[config.mk]
export PLATFORM = sky130hd
export DESIGN_NAME = updown_cmd_gen
export DESIGN_NICKNAME = d
export VERILOG_FILES = /design/src/rtl/updown_pkg.sv /design/src/rtl/btn_debounce.sv /design/src/rtl/updown_cmd_gen.sv
export SDC_FILE = /design/constraint.sdc
export NUM_CORES = 1
export LEC_CHECK = 0
export CAP_MARGIN = 20
export CELL_PAD_IN_SITES_DETAIL_PLACEMENT = 0
export CELL_PAD_IN_SITES_GLOBAL_PLACEMENT = 1
export CORE_MARGIN = 2
export CORE_UTILIZATION = 41
export CTS_CLUSTER_SIZE = 20
export DETAILED_ROUTE_END_ITERATION = 16
export PLACE_DENSITY_LB_ADDON = 0.1
export REMOVE_ABC_BUFFERS = 1
export SYNTH_ARGS = -nofsm -noshare
export SYNTH_HDL_FRONTEND = slang
export SYNTH_SLANG_ARGS = --single-unit
export TNS_END_PERCENT = 5
[constraint.sdc]
create_clock -name clock -period 1.4 [get_ports clock]
set_input_delay 0.21 -clock clock [delete_from_list [all_inputs] [get_ports clock]]
set_output_delay 0.21 -clock clock [all_outputs]
set_load 0.01 [all_outputs]
[src/rtl/updown_pkg.sv]
// Shared types and default constants for the up/down command generator.
package updown_pkg;

    // Default parameter values for the command stage
    localparam int DEBOUNCE_CYCLES_DEF = 4;
    localparam int REPEAT_DELAY_DEF    = 16;
    localparam int REPEAT_RATE_DEF     = 8;
    localparam int CNT_W_DEF           = 8;

    // Hold/lockout controller states
    typedef enum logic [1:0] {
        IDLE    = 2'd0,
        UP_HOLD = 2'd1,
        DN_HOLD = 2'd2,
        LOCK    = 2'd3
    } hold_state_e;

endpackage

[src/rtl/btn_debounce.sv]
// Two-flop synchronizer followed by a consecutive-sample debounce filter.
// The filtered level only follows the synchronized input after it has
// disagreed with it for DEBOUNCE_CYCLES samples in a row.
module btn_debounce
    import updown_pkg::*;
#(
    parameter int DEBOUNCE_CYCLES = DEBOUNCE_CYCLES_DEF,
    parameter int CNT_W           = CNT_W_DEF
) (
    input  logic clock,
    input  logic clear_b,
    input  logic raw_i,
    output logic level_o
);

    logic             sync1_q, sync2_q;
    logic             f_q, f_d;
    logic [CNT_W-1:0] cnt_q, cnt_d;

    // Count consecutive disagreeing samples; any agreement restarts the run
    always_comb begin
        f_d   = f_q;
        cnt_d = '0;
        if (sync2_q != f_q) begin
            if (cnt_q == CNT_W'(DEBOUNCE_CYCLES - 1)) begin
                f_d   = sync2_q;
                cnt_d = '0;
            end else begin
                cnt_d = cnt_q + 1'b1;
            end
        end
    end

    // Synchronizer, filtered level and run counter registers
    always_ff @(posedge clock) begin
        if (clear_b) begin
            sync1_q <= 1'b0;
            sync2_q <= 1'b0;
            f_q     <= 1'b0;
            cnt_q   <= '0;
        end else begin
            sync1_q <= raw_i;
            sync2_q <= sync1_q;
            f_q     <= f_d;
            cnt_q   <= cnt_d;
        end
    end

    assign level_o = f_q;

endmodule

[src/rtl/updown_cmd_gen.sv]
// Up/down command generator: debounces two buttons and turns presses into
// mutually exclusive single-cycle up/down pulses with hold-to-repeat and a
// lockout while both buttons are held.
module updown_cmd_gen
    import updown_pkg::*;
#(
    parameter int DEBOUNCE_CYCLES = DEBOUNCE_CYCLES_DEF,
    parameter int REPEAT_DELAY    = REPEAT_DELAY_DEF,
    parameter int REPEAT_RATE     = REPEAT_RATE_DEF,
    parameter int CNT_W           = CNT_W_DEF
) (
    input  logic clock,
    input  logic clear_b,
    input  logic btn_up_raw,
    input  logic btn_down_raw,
    output logic up,
    output logic down,
    output logic locked
);

    logic             f_up, f_dn;
    hold_state_e      state_q, state_d;
    logic [CNT_W-1:0] timer_q, timer_d;
    logic             up_q, up_d;
    logic             dn_q, dn_d;

    btn_debounce #(
        .DEBOUNCE_CYCLES (DEBOUNCE_CYCLES),
        .CNT_W           (CNT_W)
    ) u_dbnc_up (
        .clock   (clock),
        .clear_b (clear_b),
        .raw_i   (btn_up_raw),
        .level_o (f_up)
    );

    btn_debounce #(
        .DEBOUNCE_CYCLES (DEBOUNCE_CYCLES),
        .CNT_W           (CNT_W)
    ) u_dbnc_dn (
        .clock   (clock),
        .clear_b (clear_b),
        .raw_i   (btn_down_raw),
        .level_o (f_dn)
    );

    // Next-state, repeat timer and pulse decode for the hold controller
    always_comb begin
        state_d = state_q;
        timer_d = timer_q;
        up_d    = 1'b0;
        dn_d    = 1'b0;
        case (state_q)
            IDLE: begin
                if (f_up && f_dn) begin
                    state_d = LOCK;
                end else if (f_up) begin
                    up_d    = 1'b1;
                    timer_d = CNT_W'(REPEAT_DELAY);
                    state_d = UP_HOLD;
                end else if (f_dn) begin
                    dn_d    = 1'b1;
                    timer_d = CNT_W'(REPEAT_DELAY);
                    state_d = DN_HOLD;
                end
            end
            UP_HOLD: begin
                if (!f_up) begin
                    state_d = IDLE;
                end else if (f_dn) begin
                    state_d = LOCK;
                end else if (REPEAT_DELAY != 0) begin
                    if (timer_q == CNT_W'(1)) begin
                        up_d    = 1'b1;
                        timer_d = CNT_W'(REPEAT_RATE);
                    end else begin
                        timer_d = timer_q - 1'b1;
                    end
                end
            end
            DN_HOLD: begin
                if (!f_dn) begin
                    state_d = IDLE;
                end else if (f_up) begin
                    state_d = LOCK;
                end else if (REPEAT_DELAY != 0) begin
                    if (timer_q == CNT_W'(1)) begin
                        dn_d    = 1'b1;
                        timer_d = CNT_W'(REPEAT_RATE);
                    end else begin
                        timer_d = timer_q - 1'b1;
                    end
                end
            end
            LOCK: begin
                // Only a full release leaves lockout; a single release never resumes the other button
                if (!f_up && !f_dn) begin
                    state_d = IDLE;
                end
            end
            default: state_d = IDLE;
        endcase
    end

    // State, timer and registered command outputs
    always_ff @(posedge clock) begin
        if (clear_b) begin
            state_q <= IDLE;
            timer_q <= '0;
            up_q    <= 1'b0;
            dn_q    <= 1'b0;
        end else begin
            state_q <= state_d;
            timer_q <= timer_d;
            up_q    <= up_d;
            dn_q    <= dn_d;
        end
    end

    assign up     = up_q;
    assign down   = dn_q;
    assign locked = (state_q == LOCK);

endmodule

# ---- Yosys cells after proc, flatten, opt, wreduce, memory -nomap -nowiden
# Cells that the tools add are included.
dict set report word_totals {
  inputBits 4
  reg_bits 34
}
dict set report op_classes {
  n_mux 30
  n_eq_ne 18
  reduce_logical 12
  n_bitwise 2
  add_sub_neg 3
}
# cell count
set op_table {}
lappend op_table {{$mux 8} 8}
lappend op_table {{$pmux 8 s3} 1}
lappend op_table {{$add 8x1->8 const B} 2}
lappend op_table {{$eq 8x2->1 const B} 2}
lappend op_table {{$mux 2} 8}
lappend op_table {{$mux 1} 10}
lappend op_table {{$eq 8x1->1 const B} 1}
lappend op_table {{$pmux 2 s4} 1}
lappend op_table {{$sub 8x1->8 const B} 1}
lappend op_table {{$reduce_and 7->1} 1}
lappend op_table {{$ne 2x1->1 const B} 3}
lappend op_table {{$ne 2x2->1 const B} 3}
lappend op_table {{$reduce_or 3->1} 2}
lappend op_table {{$eq 2x2->1 const B} 2}
lappend op_table {{$ne 4x2->1 const B} 1}
lappend op_table {{$pmux 1 s2} 2}
lappend op_table {{$reduce_and 2->1} 2}
lappend op_table {{$reduce_and 4->1} 1}
lappend op_table {{$ne 3x1->1 const B} 1}
lappend op_table {{$ne 3x2->1 const B} 1}
lappend op_table {{$ne 3x3->1 const B} 1}
lappend op_table {{$reduce_bool 3->1} 1}
lappend op_table {{$eq 2x1->1 const B} 1}
lappend op_table {{$logic_and 1x1->1} 2}
lappend op_table {{4 further kinds} 7}

# ---- Logic depth before layout (Yosys ltp)
dict set report logic_depth {
  word_depth 5
  ltp_mapped 7
  mapped_depth_nobuf 6
}

# ---- Hierarchy
# From an unflattened synthesis, not the netlist that was laid out.
dict set report hier_totals {
  hier_cells 197
  area_unflattened_um2 1750.4
}
# module cells_each instances area_each_um2
set by_module_without_submodules {}
lappend by_module_without_submodules {btn_debounce 48 2 441.7}
lappend by_module_without_submodules {updown_cmd_gen 101 1 867.1}

# ---- Worst setup path before layout
# OpenSTA, ideal clock, no wires.
dict set report synth_timing {
  kind {register to register}
  start {reg state_q[0]}
  end {reg timer_q[1]}
  t_arrival_ps 1487
  stages_incl_launch_ff 8
  period_less_slack_ps 1559
  setup_slack_ps -159
  path_buffers 1
  path_cell_list {dfxtp_1 inv_1 ha_1 nor2_1 nand2_1 buf_2 a211o_1 a21oi_1}
}
dict set report synth_via {
  elab_chain_cells 3
}
# item line_no
set synth_rtl {}
lappend synth_rtl {{start, declared} updown_cmd_gen.sv:22} ;# hold_state_e state_q, state_d;
lappend synth_rtl {{start signal, assigned} updown_cmd_gen.sv:113} ;# state_q <= state_d;
lappend synth_rtl {{$eq 2x1->1 (tied with other cells)} updown_cmd_gen.sv:53} ;# case (state_q)
lappend synth_rtl {{$ne 2x2->1 (no line) (tied with other cells)} --}
lappend synth_rtl {{$reduce_and 7->1 (no line)} --}
lappend synth_rtl {{end signal, assigned} updown_cmd_gen.sv:114} ;# timer_q <= timer_d;
lappend synth_rtl {{end, declared} updown_cmd_gen.sv:23} ;# logic [CNT_W-1:0] timer_q, timer_d;
# Several ways; a longest one is shown, not always the timed one.
# A chain may end at the register's enable or synchronous reset.

# ---- Worst setup path after layout
dict set report layout_timing {
  start {reg timer_q[3]}
  end {reg timer_q[2]}
}
dict set report layout_via {
  elab_chain_cells 5
}
# item line_no
set layout_rtl {}
lappend layout_rtl {{$eq 8x1->1 *} {updown_cmd_gen.sv:73, updown_cmd_gen.sv:87}}
lappend layout_rtl {{$mux 8 *} {updown_cmd_gen.sv:73, updown_cmd_gen.sv:87}}
lappend layout_rtl {{$mux 8, on equally long branches} {updown_cmd_gen.sv:84, updown_cmd_gen.sv:70}}
lappend layout_rtl {{$mux 8, on equally long branches} {updown_cmd_gen.sv:82, updown_cmd_gen.sv:68}}
lappend layout_rtl {{$pmux 8 s3 *} updown_cmd_gen.sv:53}
# Every way passes the cells marked *; elsewhere a longest branch is shown, timed or not. The select of a mux whose other input is x is not followed.

==> PnR_summary.wiki <==
{| class="wikitable"
! Metric !! Value
|-
| Outcome || finished with violations
|-
| Failing checks || setup timing
|-
| Core ar. || 3970 sq um
|-
| 1st-pass router iterations || 4
|-
| Number of flops mapped to enable cells by yosys || 0
|-
| Count of final setup violators || 12
|-
| List of cells traversed by the critical path || or4_4, nor2_4, a2bb2oi_2, o32ai_2
|-
| Number of buffers inserted during clock tree synthesis || 5
|-
| H-tree levels || 2
|-
| Minimum clock period || 1.52 ns
|-
| Predominant post-synthesis flop cell || sky130_fd_sc_hd__dfxtp_1
|-
| Standard cell with the maximum stage delay on the critical path || sky130_fd_sc_hd__or4_4
|-
| Critical path data required time || 1.58 ns
|-
| Number of warnings printed during yosys synthesis || 0
|-
| Gate count of the mapped netlist || 187
|-
| Number of fillers in the final layout || approximately 330
|-
| Die Outline Area || 4630 sq um
|-
| Share of synthesized registers carrying an async set or reset || 0%
|-
| WP data arrival || 1.70 ns
|-
| Via-to-Cell Ratio || roughly 5.4
|-
| Unrepaired setup endpoints after global routing || true
|-
| Share of layout cells above drive strength 1 || 38.2%
|-
| Final Cycle Share || 109%
|-
| CTS tree || built
|-
| Congestion Overflow GR || 0
|-
| GRT busiest layer || met2
|-
| Rel. slew slack || 76.5%
|-
| Distinct cell type count of the synthesized netlist || 45
|-
| Maximum number of pins on one net before global-route repair || 13
|-
| GR Util met3 || ~5.1%
|-
| Leakage || roughly 0.95 nW
|-
| Post-route DRC || 0
|-
| Met2 global-route usage || 35.8%
|-
| Port Buf Inserts || 6
|-
| CTS root buf || sky130_fd_sc_hd__clkbuf_8
|-
| Vias in the first global route || ~1600
|-
| Post-placement worst setup slack || -0.321 ns
|-
| I/O pin cnt || 7
|-
| First-iteration detailed-routing DRC count || 46
|-
| Number of routed nets with antenna violations || 0
|-
| Global-route wire length before repair || 6.84 mm
|-
| Final hold viol count || 0
|-
| Flip-flop and latch count after synthesis || 34
|-
| Layout overhead on the synthesized area || 42.8%
|-
| Clock Skew || 0.00535 ns
|-
| Ratio of total power to cell area || roughly 1800 nW/um^2
|-
| Effective utilization at floorplan || 42.3%
|-
| CP top delay family || simple AND/OR/NAND/NOR gates
|-
| Number of cell rows || 23
|-
| DPL Wire Length || 2.70 mm
|-
| Overall routed net length || about 4.0 mm
|-
| Slowest stage delay, CP || 0.57 ns
|-
| Worst Setup Start Kind || flip-flop
|-
| Placed cells || around 270
|-
| Maximum root-to-sink buffer count || 2
|-
| Highest clock rate || 658 MHz
|-
| Post-CTS Hold Buffers || 0
|-
| Minimum hold slack || approximately 0.44 ns
|-
| Netlist area before placement || 1680 sq um
|-
| Num Clock Sinks || 34
|-
| CP Buf/Inv Count || 0
|-
| Post-DR wirelength/cell || 13.9 microns
|-
| Syn_area_per_cell || 8.99 sq um
|-
| Non-Filler Instances || 288
|-
| Transition time at the pin with the least slew margin || 0.351 ns
|-
| Final Net Count || 249
|-
| Horizontal die dimension || 68.0 microns
|-
| N_diodes || 0
|-
| Largest voltage drop on the vdd net || 0.00119 V
|-
| Max_cap viols || 0
|-
| Latest clock arrival within the worst-skew pair || 0.29 ns
|-
| Kind of end point of the critical path || flip-flop
|-
| Final slew viol count || 0
|-
| Initial antenna violation count || 0
|-
| Total via count in the routed design || 1543
|-
| Top fanout value on the critical path || 4
|-
| Height of the chip || slightly below 70 microns
|-
| Min setup slack post-route || -0.121 ns
|-
| Met1 track demand over resource || ~22%
|-
| Share of the yosys chip area belonging to registers || 40.5%
|-
| Type of the tightest min-delay check || flip-flop to flip-flop
|-
| Sum of internal, switching and leakage power || 4.25 mW
|-
| Path type of the worst setup path || flip-flop to flip-flop
|-
| Global-route usage over all layers || 20.0%
|-
| Final Wtd Congestion || around 0.86
|-
| Clock transition at the register clock pins on the worst setup and hold paths after CTS || 0.07 ns
|}
## registers in the layout, indices dropped and copies added (netlist names), 2 cells and up
signal           cells
u_dbnc_dn.cnt_q      8
u_dbnc_up.cnt_q      8
state_q              2
timer_q              8
## cell type report
cell class | count | area (sq um) | share of cell area, %
timing repair buffer | 49 | 400 | 16.7
clock inverter | 2 | 12.5 | 0.521
sequential | 34 | 689 | 28.7
inverter | 9 | 38.8 | 1.62
clock buffer | 6 | 82.6 | 3.44
tap | 50 | 62.6 | 2.61
multi-input combinational | 138 | 1110 | 46.4
## kinds of logic (layout without fill, tap and decap cells)
logic type | count (synthesis) | in the layout | synth area share (%)
AOI/OAI and AO/OA | 36 | 36 | 16.3
xor gates and xnor gates | 14 | 14 | 7.29
adders and majority gates | 8 | 8 | 5.95
buffers and inverters | 15 | 66 | 3.94
DFF | 34 | 34 | 40.5
muxes | 1 | 1 | 0.595
and+or+nand+nor | 79 | 79 | 25.4
## stage by stage
stage / instance area [sq um] / setup TNS (ns) / util [%]
6_report: 2400 / -0.898 / 60.5
5_1_grt: 2400 / -1.61 / 60.5
4_1_cts: 2340 / -0.759 / 59.0
3_5_place_dp: 2050 / -2.91 / 51.6
3_3_place_gp: 2050 / -2.37 / 51.6
2_1_floorplan: 1650 / -2.36 / -
## Yosys cell counts (2+ instances only)
cell,count,area share (%)
sky130_fd_sc_hd__nand2b_1,2,0.74
sky130_fd_sc_hd__nor3_1,4,1.2
sky130_fd_sc_hd__o32ai_1,3,1.6
sky130_fd_sc_hd__a2111oi_0,3,1.6
sky130_fd_sc_hd__nor2_1,24,5.4
sky130_fd_sc_hd__dfxtp_1,34,40
sky130_fd_sc_hd__a21o_1,2,0.89
sky130_fd_sc_hd__buf_2,2,0.60
sky130_fd_sc_hd__ha_1,8,6.0
sky130_fd_sc_hd__buf_4,2,0.89
sky130_fd_sc_hd__nand3_1,15,4.5
sky130_fd_sc_hd__o221a_2,2,1.3
sky130_fd_sc_hd__nor2b_1,7,2.6
sky130_fd_sc_hd__xor2_1,10,5.2
sky130_fd_sc_hd__nor3b_2,2,1.5
sky130_fd_sc_hd__nand2_1,8,1.8
sky130_fd_sc_hd__nand4_1,3,1.1
sky130_fd_sc_hd__inv_1,9,2.0
sky130_fd_sc_hd__and3_1,6,2.2
sky130_fd_sc_hd__clkbuf_1,2,0.45
sky130_fd_sc_hd__a21oi_1,11,3.3
sky130_fd_sc_hd__xnor2_1,4,2.1
sky130_fd_sc_hd__o21ai_1,2,0.60
## metal layers
metal | share of wire [%] | vias to the layer above
met5 | 0 | -
met4 | 2.7 | 0
met3 | 3.7 | 11
met2 | 52 | 28
met1 | 42 | 735
li1 | - | 769
## final timing paths
kind / start / end / slack [ns] / cells past startpoint
worst min register to register: u_dbnc_up.sync1_q$_SDFF_PP0_ / u_dbnc_up.sync2_q$_SDFF_PP0_ / 0.44 / 1
worst min-delay path: u_dbnc_up.sync1_q$_SDFF_PP0_ / u_dbnc_up.sync2_q$_SDFF_PP0_ / 0.44 / 1
worst max-delay path: timer_q[3]$_SDFFE_PP0P_ / timer_q[2]$_SDFFE_PP0P_ / -0.12 / 4
worst max register to register: timer_q[3]$_SDFFE_PP0P_ / timer_q[2]$_SDFFE_PP0P_ / -0.12 / 4
## report_power, final
part           switching [mW]  total (mW)  leakage [nW]  internal, mW
clock network           0.375       0.770        0.0472         0.395
logic                    1.11        2.29         0.623          1.18
registers               0.109        1.18         0.277          1.07
total                    1.60        4.25         0.948          2.65
## cells in the final DEF (no fill, tap or decap), types with 2 or more instances in the layout
master / count
sky130_fd_sc_hd__a2111oi_2: 2
sky130_fd_sc_hd__a21o_1: 2
sky130_fd_sc_hd__a21oi_1: 9
sky130_fd_sc_hd__a21oi_2: 2
sky130_fd_sc_hd__and3_1: 6
sky130_fd_sc_hd__buf_4: 37
sky130_fd_sc_hd__buf_6: 6
sky130_fd_sc_hd__clkbuf_8: 6
sky130_fd_sc_hd__clkdlybuf4s50_1: 5
sky130_fd_sc_hd__dfxtp_1: 31
sky130_fd_sc_hd__dfxtp_4: 2
sky130_fd_sc_hd__ha_1: 4
sky130_fd_sc_hd__ha_4: 4
sky130_fd_sc_hd__inv_1: 6
sky130_fd_sc_hd__inv_4: 2
sky130_fd_sc_hd__nand2_1: 6
sky130_fd_sc_hd__nand2b_1: 2
sky130_fd_sc_hd__nand3_1: 14
sky130_fd_sc_hd__nand4_1: 3
sky130_fd_sc_hd__nor2_1: 21
sky130_fd_sc_hd__nor2_4: 4
sky130_fd_sc_hd__nor2b_1: 7
sky130_fd_sc_hd__nor3_1: 4
sky130_fd_sc_hd__nor3b_2: 2
sky130_fd_sc_hd__o221a_2: 2
sky130_fd_sc_hd__o32ai_2: 2
sky130_fd_sc_hd__xnor2_1: 4
sky130_fd_sc_hd__xor2_1: 10
## repair_timing
item | in CTS | in global routing
endpoints found under the setup margin | 20 | 17
pin swaps | 12 | 7
setup buffers | 6 | 0
resized for setup | 45 | 14
endpoints found under the hold margin | 0 | 0
(Power assumes the default switching activity.)
==> RTL change 1, RTL diff (same flow settings) <==
Encoding of `hold_state_e`: now one-hot (4 bits for 4 states).
--- a/src/rtl/updown_pkg.sv
+++ b/src/rtl/updown_pkg.sv
@@ -8,11 +8,11 @@
     localparam int CNT_W_DEF           = 8;
 
     // Hold/lockout controller states
-    typedef enum logic [1:0] {
-        IDLE    = 2'd0,
-        UP_HOLD = 2'd1,
-        DN_HOLD = 2'd2,
-        LOCK    = 2'd3
+    typedef enum logic [3:0] {
+        IDLE    = 4'b0001,
+        UP_HOLD = 4'b0010,
+        DN_HOLD = 4'b0100,
+        LOCK    = 4'b1000
     } hold_state_e;
 
 endpackage
Formal check against the unedited RTL: same outputs for any inputs over 10 cycles, from zero or initial values; not proved beyond that.
==> RTL change 1 against the original RTL <==
  * The flow still finishes with violations (setup timing)
  * Die area rose by 7.0%
  * Via count is 4.1% higher
  * Setup slack worse by 0.059 ns
  * Global-route usage is 2.6 points lower
  * Wire length grew 0.53%
  * Largest cell class unchanged
  * Design area increased by 3.7%
  * Area after synthesis up 7.4%
  * Critical path type unchanged
  * Sequential cell count increased by 2
  * Synthesized cell count grew 9.6%
  * Sequential share of layout area increased by 0.58 points
Power is not compared: it rests on default switching activity, and its combinational part moved more than twofold at a synthesized area within 25%.
==> RTL change 1: results (changes against the original RTL) <==
** Worst setup path
- The biggest cell delay along the critical path is 0.37 ns (was 0.57 ns).
- Arrival time reported for the critical path endpoint :: 1.80 ns (was 1.70 ns)
- Worst path slowest cell :: sky130_fd_sc_hd__or3_1 (was sky130_fd_sc_hd__or4_4)
- Crit path max fanout :: 6 (was 4)

** Layout
- The filler cell count in the final layout came to 374 (was 334).
- The share of cells above drive strength 1 was 34.1% (was 38.2%).
- Layout overhead on the synthesized area :: 37.8% (was 42.8%)
- Non-filler cells in the finished layout :: 313 (was 288)
- The net total in the final layout is 268 (was 249).

** Logic synthesis
- The sequential cell area fraction in the yosys report is 39.9% (was 40.5%).
- Post-synth cell types :: 43 (was 45)
- The fraction of the mapped netlist area in compound gates is 12.7% (was 16.3%).
- Synth cell count leaders :: 36 x sky130_fd_sc_hd__dfxtp_1, 26 x sky130_fd_sc_hd__nor2_1, 15 x sky130_fd_sc_hd__nand3_1 (was 34 x sky130_fd_sc_hd__dfxtp_1, 24 x sky130_fd_sc_hd__nor2_1, 15 x sky130_fd_sc_hd__nand3_1)
- The XOR/XNOR share of the synthesized area was 8.17% (was 7.29%).
- The yosys synthesis warning count is 0 (unchanged).
- Cell types with the largest area share after synthesis :: sky130_fd_sc_hd__dfxtp_1 40%, sky130_fd_sc_hd__nor2_1 5.4%, sky130_fd_sc_hd__xor2_1 4.8% (was sky130_fd_sc_hd__dfxtp_1 40%, sky130_fd_sc_hd__ha_1 6.0%, sky130_fd_sc_hd__nor2_1 5.4%)
- The proportion of synthesized area in mux cells is 0.554% (was 0.595%).
- The number of instances in the synthesized netlist came to 205 (was 187).

** Placement
- The worst setup slack before clock tree synthesis is -0.245 ns (was -0.321 ns).
- Routability congestion estimate from global placement :: 0.821 (was 0.856)
- Placement Cell Area :: 2280 µm² (was 2050 µm²)
- The half-perimeter wire length of the detailed placement result came to 2.97 mm (was 2.70 mm).
- Number of instances in the placed design :: 303 (was 274)

** Status
- Violations in the final reports: setup timing (unchanged).
- Outcome: finished, violations left (unchanged).

** GRT
- The fraction of met3 tracks used by global routing is 4.62% (was 5.10%).
- The largest net degree at the start of global routing was 17 (was 13).
- M1 GR Usage :: 21.0% (was 21.6%)
- The met2 usage was 30.2% (was 35.8%).
- Wire length of the first global-routing pass :: 7.06 mm (was 6.84 mm)
- GRT Overall Usage :: 17.4% (was 20.0%)

** Clock network
- The maximum level of the CTS H-tree is 2 (unchanged).
- The post-CTS setup buffer count was 2 (was 6).
- Count of cells resized by post-cts repair :: 17 (was 45)

** Power
- For this design the static power due to leakage is 1.01 nW.

** STA
- The final count of negative-setup-slack endpoints is 11 (was 12).
- The final worst-path setup slack came to -0.180 ns (was -0.121 ns).
- Max_slew headroom :: 77.3% (was 76.5%)
- Final setup skew :: 0.00354 ns (was 0.00535 ns)

** Route
- Drt initial violations :: 26 (was 46)
- The total number of vias came to 1,606 (was 1,543).
-- RTL change 1: metal layers --
layer  vias up  share of wire, %
met5         -                 0
met4         0              0.62
met3         4               2.1
met2        11                51
met1       767                46
li1        824                 -
-- RTL change 1: worst paths after layout --
kind                      from           endpoint  cells after the start
max                 state_q[2]         timer_q[6]                      6
min          u_dbnc_up.sync1_q  u_dbnc_up.sync2_q                      1
max reg2reg         state_q[2]         timer_q[6]                      6
min reg2reg  u_dbnc_up.sync1_q  u_dbnc_up.sync2_q                      1
-- RTL change 1: power groups by stage --
stage	logic [mW]	registers, mW	clock network [mW]
floorplan	0.0901	1.08	0
global placement	0.192	1.07	0
detailed placement	0.196	1.07	0
CTS	0.200	1.05	0.928
global route	0.230	1.05	0.981
finish	0.209	1.05	0.901
-- RTL change 1: final cells by class --
class                           instances  area share (%)
Clock inverter                          2            1.41
Inverter                                8            1.21
Timing Repair Buffer                   57            18.7
Multi-Input combinational cell        152            43.8
Clock buffer                            6            2.91
Sequential cell                        36            29.3
Tap cell                               52            2.61
==> RTL change 2, RTL diff (same settings) <==
Without the edit above. Change the package constant `REPEAT_DELAY_DEF` from 16 to 12.
--- a/src/rtl/updown_pkg.sv
+++ b/src/rtl/updown_pkg.sv
@@ -3,7 +3,7 @@
 
     // Default parameter values for the command stage
     localparam int DEBOUNCE_CYCLES_DEF = 4;
-    localparam int REPEAT_DELAY_DEF    = 16;
+    localparam int REPEAT_DELAY_DEF    = 12;
     localparam int REPEAT_RATE_DEF     = 8;
     localparam int CNT_W_DEF           = 8;
 
Behaviour: no difference found for any inputs over 10 cycles, from zero or initial values; that may be too few to reach the edited logic, so the function may still have changed.
==> RTL change 2 against the original RTL <==
  * The flow still finishes with violations (setup timing)
  * Setup slack got worse by 0.11 ns
  * Wire length decreased by 15%
  * Combinational power decreased by 33%
  * Sequential cell count unchanged
  * Design area decreased by 14%
  * Power decreased by 16%
  * Area after synthesis decreased by 3.3%
  * Non-clock buffer count decreased by 19
  * Hold slack improved by 0.0015 ns
  * First-iteration DRC count increased by 110%
  * Maximum frequency decreased by 7.0%
  * Critical endpoint is now timer_q[3]
==> RTL change 2: results (changes against the original RTL) <==
** GRT
- Routing usage on met2 :: 29.9% (was 35.8%)
- The largest net degree at the start of global routing was 22 (was 13).
- The fraction of met3 tracks used by global routing came to 4.73% (was 5.10%).
- GRT Overall Usage :: 17.9% (was 20.0%)
- Wire length of the first global-routing pass :: 5.95 mm (was 6.84 mm)

** Power
- Static leakage power :: 0.811 nW (was 0.948 nW)
- Internal power of the cells :: 2.28 mW (was 2.65 mW)

** Logic synthesis
- Cell types with the largest area share after synthesis :: sky130_fd_sc_hd__dfxtp_1 42%, sky130_fd_sc_hd__nor2_1 6.5%, sky130_fd_sc_hd__ha_1 6.2% (was sky130_fd_sc_hd__dfxtp_1 40%, sky130_fd_sc_hd__ha_1 6.0%, sky130_fd_sc_hd__nor2_1 5.4%)
- Register area share after synthesis :: 41.9% (was 40.5%)
- Synth cell count leaders: 34 x sky130_fd_sc_hd__dfxtp_1, 28 x sky130_fd_sc_hd__nor2_1, 15 x sky130_fd_sc_hd__a21oi_1 (was 34 x sky130_fd_sc_hd__dfxtp_1, 24 x sky130_fd_sc_hd__nor2_1, 15 x sky130_fd_sc_hd__nand3_1).
- The count of distinct cell types in the synthesized netlist came to 34 (was 45).

** Placement
- The post-detailed-placement cell area came to 1910 µm² (was 2050 µm²).
- Routability congestion estimate from global placement :: 0.860 (was 0.856)
- The worst setup slack before clock tree synthesis is -0.256 ns (was -0.321 ns).
- The number of placed cells counting well taps was 260 (was 274).
- Detailed Place HPWL :: 2.33 mm (was 2.70 mm)

** Worst setup path
- The first element of the critical path was timer_q[2] (was timer_q[3]).
- The endpoint of the lowest-slack register-to-register path was timer_q[3] (was timer_q[2]).
- The arrival time at the worst endpoint was 1.84 ns (was 1.70 ns).

** STA
- Number of setup violations in the final report :: 11 (was 12)
- The worst slew slack as a fraction of its limit is 71.8% (was 76.5%).
- The worst clock skew came to 0.00553 ns (was 0.00535 ns).
- The final worst-path setup slack was -0.235 ns (was -0.121 ns).

** Route
- The initial DRC count is 98 (was 46).
- Routed wire length :: 3.39 mm (was 4.00 mm)
- The total number of vias was 1,418 (was 1,543).
- Met2 layer wire length in the routed design :: 1.61 mm (was 2.07 mm)
- The per-cell routed wire length was 12.7 µm (was 13.9 µm).
- Metal-1 WL :: 1.55 mm (was 1.67 mm)
- Highest routed layer :: met4 (unchanged)

** Status
- Outcome: finished, violations left (unchanged).
- Violations in the final reports: setup timing (unchanged).

** Min path
- Hold endpoint :: u_dbnc_dn.sync2_q (was u_dbnc_up.sync2_q)
- Launch point of the worst hold path :: u_dbnc_dn.sync1_q (was u_dbnc_up.sync1_q)

** Layout
- The share of cells above drive strength 1 is 24.5% (was 38.2%).
- Final Net Count :: 231 (was 249)

** Clock network
- The post-CTS setup buffer count came to 0 (was 6).
- The number of gates given a new drive strength after cts is 16 (was 45).
-- RTL change 2: cell types whose count changed after synthesis, moves of 4 or more --
cell	unedited run	this run
sky130_fd_sc_hd__a21oi_1	11	15
sky130_fd_sc_hd__inv_1	9	5
sky130_fd_sc_hd__nor2_1	24	28
sky130_fd_sc_hd__nor4_1	1	5
sky130_fd_sc_hd__o21ai_1	2	7
-- RTL change 2: worst max-delay path, cell delays in order, from the launching register on --
cell	delay, ns
sky130_fd_sc_hd__dfxtp_2	0.32
sky130_fd_sc_hd__or4_4	0.56
sky130_fd_sc_hd__o31ai_4	0.32
sky130_fd_sc_hd__a21oi_2	0.11
sky130_fd_sc_hd__a221oi_2	0.25
-- RTL change 2: final cells by class --
cell class | instances | area [µm²]
fill | 373 | 1670
tap | 48 | 60.1
multi-input combinational | 143 | 951
clock inverter | 3 | 40.0
inverter | 5 | 18.8
sequential | 34 | 687
clock buffer | 5 | 68.8
timing repair buffer | 30 | 250
-- RTL change 2: cells by family (layout without fill, tap and decap cells) --
family,Yosys count,after routing,share of synthesized area [%]
flip-flops,34,34,41.9
buffers and inverters,11,43,3.00
AO/OA/AOI/OAI,32,32,13.0
multiplexers,1,1,0.616
XOR/XNOR,14,14,7.54
AND/OR/NAND/NOR,88,88,27.8
adder cells (fa/ha/maj),8,8,6.16
-- RTL change 2: power groups by stage --
stage | clock network [mW] | registers [mW] | logic [mW]
2_1_floorplan | 0 | 1.16 | 0.906
3_3_place_gp | 0 | 1.15 | 1.38
3_5_place_dp | 0 | 1.15 | 1.40
4_1_cts | 0.917 | 1.15 | 1.50
5_1_grt | 0.957 | 1.17 | 1.72
6_report | 0.889 | 1.15 | 1.54
